[src/rtl/vc_flow_receiver.sv]
// vc_flow_receiver: four per-VC FIFOs with occupancy flow-control strobes and round-robin drain.
// Define ERROR_STICKY_EN to make Error_full hold until Reset or a Set_init edge.
module vc_flow_receiver #(
  parameter int DEPTH = 8,
  parameter int DW = 4
) (
  input  logic          CLK,
  input  logic          Reset,
  input  logic          Set_init,
  input  logic [6:0]    Th_L,
  input  logic [6:0]    Th_H,
  input  logic          Push_fifos,
  input  logic [1:0]    VC_ID,
  input  logic [DW-1:0] DataWord,
  input  logic          Pop_buffer,
  output logic [3:0]    Pause_stb,
  output logic [3:0]    Continue_stb,
  output logic [3:0]    Error_full,
  output logic [DW-1:0] Data_out,
  output logic [1:0]    VC_out,
  output logic          Valid_out,
  output logic          Idle
);
  localparam int AW = $clog2(DEPTH);
  logic [DW-1:0] mem [4][DEPTH];
  logic [AW-1:0] wp [4];
  logic [AW-1:0] rp [4];
  logic [AW:0] cnt [4];
  logic [AW:0] nxt [4];
  logic [6:0] thl, thh;
  logic [3:0] paused, ne, push_ok, rej, pop_v, hi, lo, act, pst, cst;
  logic [1:0] rr, sel;
  logic any;
  // Push acceptance, round-robin pick, next-state counts and per-VC threshold decisions
  always_comb begin
    for (int v = 0; v < 4; v++) begin
      ne[v] = cnt[v] != '0;
      push_ok[v] = !Set_init && Push_fifos && VC_ID == 2'(v) && cnt[v] != (AW+1)'(DEPTH);
      rej[v] = !Set_init && Push_fifos && VC_ID == 2'(v) && cnt[v] == (AW+1)'(DEPTH);
    end
    sel = rr;
    any = 1'b0;
    for (int i = 4; i >= 1; i--)
      if (ne[rr + 2'(i)]) begin
        sel = rr + 2'(i);
        any = 1'b1;
      end
    for (int v = 0; v < 4; v++) begin
      pop_v[v] = !Set_init && Pop_buffer && any && sel == 2'(v);
      nxt[v] = cnt[v] + (AW+1)'(push_ok[v]) - (AW+1)'(pop_v[v]);
      hi[v] = 16'(nxt[v]) * 16'd100 >= 16'(thh) * 16'(DEPTH);
      lo[v] = 16'(nxt[v]) * 16'd100 <= 16'(thl) * 16'(DEPTH);
      act[v] = push_ok[v] | pop_v[v];
      pst[v] = act[v] && hi[v] && !paused[v];
      cst[v] = act[v] && paused[v] && lo[v] && !hi[v];
    end
  end
  // FIFO storage; contents need no reset since counts gate every read
  always_ff @(posedge CLK) begin
    for (int v = 0; v < 4; v++)
      if (push_ok[v]) mem[v][wp[v]] <= DataWord;
  end
  // Pointers, counts, pause state, thresholds and all registered outputs
  always_ff @(posedge CLK or negedge Reset) begin
    if (!Reset) begin
      for (int v = 0; v < 4; v++) begin
        wp[v] <= '0;
        rp[v] <= '0;
        cnt[v] <= '0;
      end
      paused <= '0;
      rr <= 2'd3;
      thl <= '0;
      thh <= '0;
      Pause_stb <= '0;
      Continue_stb <= '0;
      Error_full <= '0;
      Data_out <= '0;
      VC_out <= '0;
      Valid_out <= 1'b0;
      Idle <= 1'b1;
    end else begin
      if (Set_init) begin
        thl <= Th_L;
        thh <= Th_H;
      end
      for (int v = 0; v < 4; v++) begin
        cnt[v] <= nxt[v];
        if (push_ok[v]) wp[v] <= wp[v] + AW'(1);
        if (pop_v[v]) rp[v] <= rp[v] + AW'(1);
      end
      paused <= (paused | pst) & ~cst;
      Pause_stb <= pst;
      Continue_stb <= cst;
      Valid_out <= |pop_v;
      if (|pop_v) begin
        Data_out <= mem[sel][rp[sel]];
        VC_out <= sel;
        rr <= sel;
      end
      Idle <= (nxt[0] | nxt[1] | nxt[2] | nxt[3]) == '0;
`ifdef ERROR_STICKY_EN
      Error_full <= Set_init ? '0 : Error_full | rej;
`else
      Error_full <= rej;
`endif
    end
  end
endmodule
[config.mk]
export PLATFORM = sky130hd
export DESIGN_NAME = vc_flow_receiver
export DESIGN_NICKNAME = d
export VERILOG_FILES = /design/src/rtl/vc_flow_receiver.sv
export SDC_FILE = /design/constraint.sdc
export NUM_CORES = 1
export LEC_CHECK = 0
export BUFFER_PORTS_ARGS = -buffer_cell sky130_fd_sc_hd__buf_4
export CAP_MARGIN = 10
export CORE_MARGIN = 2
export CORE_UTILIZATION = 55
export CTS_CLUSTER_SIZE = 40
export DETAILED_ROUTE_END_ITERATION = 8
export PLACE_DENSITY_LB_ADDON = 0.2
export SETUP_SLACK_MARGIN = 0.1
export SLEW_MARGIN = 20
export SYNTH_ARGS = -nofsm -noshare
export SYNTH_HDL_FRONTEND = slang
export SYNTH_SLANG_ARGS = --single-unit
[constraint.sdc]
create_clock -name CLK -period 5.5 [get_ports CLK]
set_input_delay 0.55 -clock CLK [delete_from_list [all_inputs] [get_ports CLK]]
set_output_delay 0.55 -clock CLK [all_outputs]
set_load 0.01 [all_outputs]
==> results of run 1 <==
[cell usage in the layout (no fill, tap or decap), types with 9 or more instances in the layout]
cell type	instances
a21o_1	12
buf_4	98
clkbuf_16	22
dfrtp_1	77
edfxtp_1	128
ha_1	100
ha_2	11
ha_4	15
inv_1	42
mux2i_1	64
mux4_2	13
nand2_1	68
nand2b_1	15
nor2_1	39
nor2b_1	11
nor3_1	16
o21a_1	27
o21ai_0	22
xnor2_1	14
xor2_1	9
[metrics by stage]
step / setup slack (ps) / hold slack (ps) / cells
finish: 202 / 75.8 / 1230
detailed placement: -200 / 441 / 1160
CTS: 99.6 / 212 / 1212
global placement: -113 / 436 / 1160
floorplan: 89.7 / 254 / 841
global route: 11.9 / 147 / 1230
[registers in the layout, indices dropped and copies added (netlist names), 4 cells and up]
register      flops
mem             128
paused            4
thl               7
Data_out          4
rp               12
Error_full        4
Pause_stb         4
cnt              16
Continue_stb      4
wp               12
thh               7
[timing repair]
item	in CTS	in global routing
endpoints found under the hold margin	0	0
hold buffers	0	0
resized for setup	29	65
buffers inserted	12	18
pin swaps	13	43
cloned	0	0
endpoints found under the setup margin	12	12
[final cells by class]
| class | count | area (µm²) |
|---|---|---|
| tap | 265 | 332 |
| inverter | 51 | 194 |
| multi-input combinational | 564 | 5380 |
| sequential | 208 | 5850 |
| fill | 1358 | 6280 |
| timing repair buffer | 102 | 781 |
| clock buffer | 26 | 566 |
| clock inverter | 14 | 209 |
[worst paths after layout]
check	startpoint	slack, ps	cells past startpoint	to
min in group CLK	VC_ID[0]	230	2	Error_full[2]$_DFF_PN0_
max in group asynchronous	Reset	4870	1	Error_full[0]$_DFF_PN0_
setup / recovery	cnt[11]$_DFF_PN0_	200	25	Continue_stb[1]$_DFF_PN0_
hold reg to reg	paused[2]$_DFF_PN0_	470	1	Pause_stb[2]$_DFF_PN0_
setup reg to reg	cnt[11]$_DFF_PN0_	200	25	Continue_stb[1]$_DFF_PN0_
hold / removal	Reset	80	1	thh[0]$_DFFE_PN0P_
[synthesized netlist by cell type, drive strengths merged, types with 16 or more instances]
cell type	instances
nand2	70
edfxtp	128
nor3	19
mux4	16
dfrtp	77
o21a	27
inv	51
xnor2	19
mux2i	65
ha	126
xor2	16
o21ai	26
nor2	41
[metal layers]
| metal | up-vias | share of wire | wire, µm | track usage |
|---|---|---|---|---|
| met2 | 173 | 0.48 | 12100 | 0.386 |
| li1 | 3303 | - | - | - |
| met3 | 40 | 0.046 | 1170 | 0.0326 |
| met1 | 3614 | 0.46 | 11500 | 0.339 |
| met4 | 0 | 0.017 | 425 | 0.0544 |
| met5 | - | 0 | 0 | 0 |
[cell families (layout without fill, tap and decap cells)]
logic type / Yosys count / after routing
fa+ha+maj: 134 / 134
compound gates: 106 / 106
mux: 89 / 89
xor+xnor: 35 / 35
buf+inv: 69 / 193
flops: 208 / 208
simple gates: 200 / 200
==> results.txt, run 1 <==
post-synthesis mux area share = 0.101
MaxCap Viol Count = 0
layout cells sized above 1 = 0.260
Area Growth Syn to Fin = 20.5%
final instance area = 13300 µm²
Num CTS Buffers = 22
DRT iter0 DRCs = 478
critical path buffer and inverter count = 5
vias per inst = 5.80
leading area contributor after synthesis = edfxtp_1
FF+latch count, synth = 208
Slowest Stage Delay on Critical Path = 430 ps
Setup crit end kind = flop
Placed Area = 11800 µm²
port bufs = 44
clk_lat worst skew = 510 ps
skew final = 10.6 ps
Post-synth EDFFs = 128
CTS tree = yes
vias post-DR = 7130
ys async rst share = 0.385
endpoints failing setup = 0
Tot GR Track Use = 0.236
CP Data Arrival Time = 5730 ps
compound-gate portion of the synthesized area = 0.0681
Die Y = 146 µm
Simple-Gate Fraction of Synth Area = 0.0895
CP max-delay cell = fa_2
WL/cell = 20.5 µm
slew margin rel. = 0.258
Critical Path RT = 5930 ps
Hold Path Class = input pin to asynchronous set/reset pin
Syn Inst Count = 841
Clock Pin Slew Worst Setup and Hold Paths = 60 ps
core box area = 19600 µm²
antenna violations before repair = 0
RSZ-0062 raised after global routing = yes
detailed placement HPWL = 17.3 mm
Die X = 146 µm
largest family of logic cells by synthesized area = adder cells
GP Congestion = 0.881
nets = 1108
TritonCTS sink count = 208
register area share after synthesis = 0.530
average cell area after synthesis = 13.1 µm²
Ys Warns = 0
Least-Margin Pin Slew = 1110 ps
fin crit share = 0.963
clock period minus worst slack = 5300 ps
row cnt = 51
H-tree Lvls = 1
final setup TNS = 0 ps
synth top area cells = edfxtp_1 35%, dfrtp_1 17%, ha_1 14%
CP Launch Type = flop
DR pass1 iterations = 4
fin. max-slew vios = 0
root buf cell = clkbuf_16
Synth Flop Type = edfxtp_1
CTS Buffer Depth = 3
initial core utilization = 0.564
Antenna Cells = 0
Adder-Cell Fraction of Synth Area = 0.157
xor/xnor share of the synthesized area = 0.0278
Fmax = 0.189 GHz
status = finished, final reports clean
pin count of the biggest net entering global routing = 81
CP Class = flop to flop
Hold Fails Final Rpt = 0
Post-Synthesis Cell Area = 11000 µm²
CP delay by family, top = adder cells
number of placed I/O pins = 45
post-synth top area share = 0.348
total wire length = 25.2 mm
syn nets = 1000
Util after Layout = 0.679
GR Overflow Total = 0
first-pass GRT wire length = 39.7 mm
die area = 21200 µm²
Cell variety after synth = 56
CP max FO = 7
vias in the first global route = 7331
Antenna Nets Post-Route = 0
DRC = 0
Power of run 1 is left out: the tool's default activity adds up to more than one toggle a clock period on the data nets, which glitch-free logic cannot reach.
==> run 2, diff against run 1 <==
--- a/config.mk
+++ b/config.mk
@@ -11,7 +11,7 @@
 export CORE_UTILIZATION = 55
 export CTS_CLUSTER_SIZE = 40
 export DETAILED_ROUTE_END_ITERATION = 8
-export PLACE_DENSITY_LB_ADDON = 0.2
+export PLACE_DENSITY = 0.75
 export SETUP_SLACK_MARGIN = 0.1
 export SLEW_MARGIN = 20
 export SYNTH_ARGS = -nofsm -noshare
==> results.txt, run 2 (same netlist as run 1, synthesis figures left out) <==
CP max-delay cell = fa_2
critical path buffer and inverter count = 6 (+1)
WL/cell = 19.6 µm (-4.6%)
CTS tree = yes
CTS Buffer Depth = 3 (unchanged)
clock period minus worst slack = 5320 ps (+26.6 ps)
most frequent cells in the layout = 128 x edfxtp_1, 107 x ha_1, 103 x buf_4, 77 x dfrtp_1, 67 x nand2_1
status = finished, final reports clean
fin. max-slew vios = 0 (unchanged)
CP Class = flop to flop
TritonCTS sink count = 208 (unchanged)
Hold Path Class = input pin to asynchronous set/reset pin
Critical R2R Capture = paused[1]$_DFF_PN0_
Post-Place Cells = 1162 (+0.17%)
Clock Pin Slew Worst Setup and Hold Paths = 60 ps (about the same)
endpoints failing setup = 0 (unchanged)
CP delay by family, top = adder cells
skew final = 14.0 ps (+3.42 ps)
layout cells sized above 1 = 0.253 (-0.00676)
Antenna Nets Post-Route = 0 (unchanged)
vias in the first global route = 6882 (-6.1%)
vias per inst = 5.63 (-2.9%)
core box area = 19600 µm² (unchanged)
most common cell after layout, fill and taps aside = edfxtp_1
CP startpoint = cnt[14]$_DFF_PN0_
Setup crit end kind = flop
Post-Layout Cell Count = 1236 (+0.49%)
slew margin rel. = 0.381 (+0.123)
CP endpoint = paused[1]$_DFF_PN0_
DRT iter0 DRCs = 526 (+10%)
CP Launch Type = flop
number of placed I/O pins = 45 (unchanged)
vias post-DR = 6956 (-2.4%)
GR Overflow Total = 0 (unchanged)
first-pass GRT wire length = 37.2 mm (-6.2%)
DR pass1 iterations = 5 (+1)
GP Congestion = 0.829 (-5.9%)
RSZ-0062 raised after global routing = yes
detailed placement HPWL = 16.0 mm (-7.4%)
Top cell by count, worst path = buf_4
R2R cell count = 25 (unchanged)
setup ws final = 176 ps (-26.6 ps)
row cnt = 51 (unchanged)
Area Growth Syn to Fin = 20.2%
CP max FO = 7 (unchanged)
Fmax = 0.188 GHz (-0.50%)
R2R Setup Slk = 180 ps (-30 ps)
Least-Margin Pin Slew = 922 ps (-191 ps)
Critical Path Stages = 25 (unchanged)
MaxCap Viol Count = 0 (unchanged)
antenna violations before repair = 0 (unchanged)
port bufs = 44 (unchanged)
CP Data Arrival Time = 5720 ps (about the same)
root buf cell = clkbuf_16
Antenna Cells = 0 (unchanged)
die area = 21200 µm² (unchanged)
Tot GR Track Use = 0.223 (-0.0136)
total wire length = 24.2 mm (-4.1%)
final setup TNS = 0 ps (unchanged)
initial core utilization = 0.564 (unchanged)
Hold Fails Final Rpt = 0 (unchanged)
reg2reg start = cnt[14]$_DFF_PN0_
clk_lat worst skew = 520 ps (about the same)
DRC = 0 (unchanged)
nets = 1112 (+0.36%)
final instance area = 13300 µm² (-0.22%)
Critical Path RT = 5900 ps (-30 ps)
pin count of the biggest net entering global routing = 81 (unchanged)
fin crit share = 0.968 (+0.00483)
Die X = 146 µm (unchanged)
Die Y = 146 µm (unchanged)
Placed Area = 11900 µm² (+0.13%)
H-tree Lvls = 1 (unchanged)
Num CTS Buffers = 24 (+9.1%)
Slowest Stage Delay on Critical Path = 640 ps (+210 ps)
DP Worst Slack = -88.3 ps (+112 ps)
max reg flops = 128 (unchanged)
CTS Hold Bufs = 0 (unchanged)
[run 2: timing repair]
item | 4_1_cts | 5_1_grt
setup buffers | 3 | 27
endpoints found under the hold margin | 0 | 0
pin swaps | 4 | 37
setup endpoints to repair | 9 | 12
resized for setup | 18 | 71
[run 2: worst min-delay path by stage]
stage | endpoint | cells after the start | slack, ps | from
2_1_floorplan | Continue_stb[0]$_DFF_PN0_ | 0 | 250 | Reset
3_3_place_gp | Pause_stb[0]$_DFF_PN0_ | 1 | 440 | paused[0]$_DFF_PN0_
3_5_place_dp | Pause_stb[0]$_DFF_PN0_ | 1 | 450 | paused[0]$_DFF_PN0_
4_1_cts | thh[5]$_DFFE_PN0P_ | 3 | 210 | Th_H[5]
5_1_grt | thl[2]$_DFFE_PN0P_ | 1 | 130 | Reset
6_report | thh[3]$_DFFE_PN0P_ | 1 | 60 | Reset
[run 2: layer usage]
metal / wire [µm] / global-route usage / vias up
met1: 11100 / 0.324 / 3448
met5: 0 / 0 / -
met4: 588 / 0.0598 / 0
met3: 1190 / 0.0326 / 45
met2: 11300 / 0.353 / 159
li1: - / - / 3304
[run 2: stage by stage]
step	utilization	hold slack (ps)
after floorplan	-	254
after global placement	0.605	438
after detailed placement	0.605	447
after CTS	0.651	214
after global routing	0.678	126
final	0.678	55.2
[run 2: cell type report]
cell class              count  area [µm²]
flip-flops and latches    208        5850
fillers                  1345        6310
well taps                 265         332
clock inverters            16         154
repair buffers            104         785
multi-input cells         564        5340
inverters                  51         199
clock buffers              28         616
Power of run 2 is left out for the same reason.
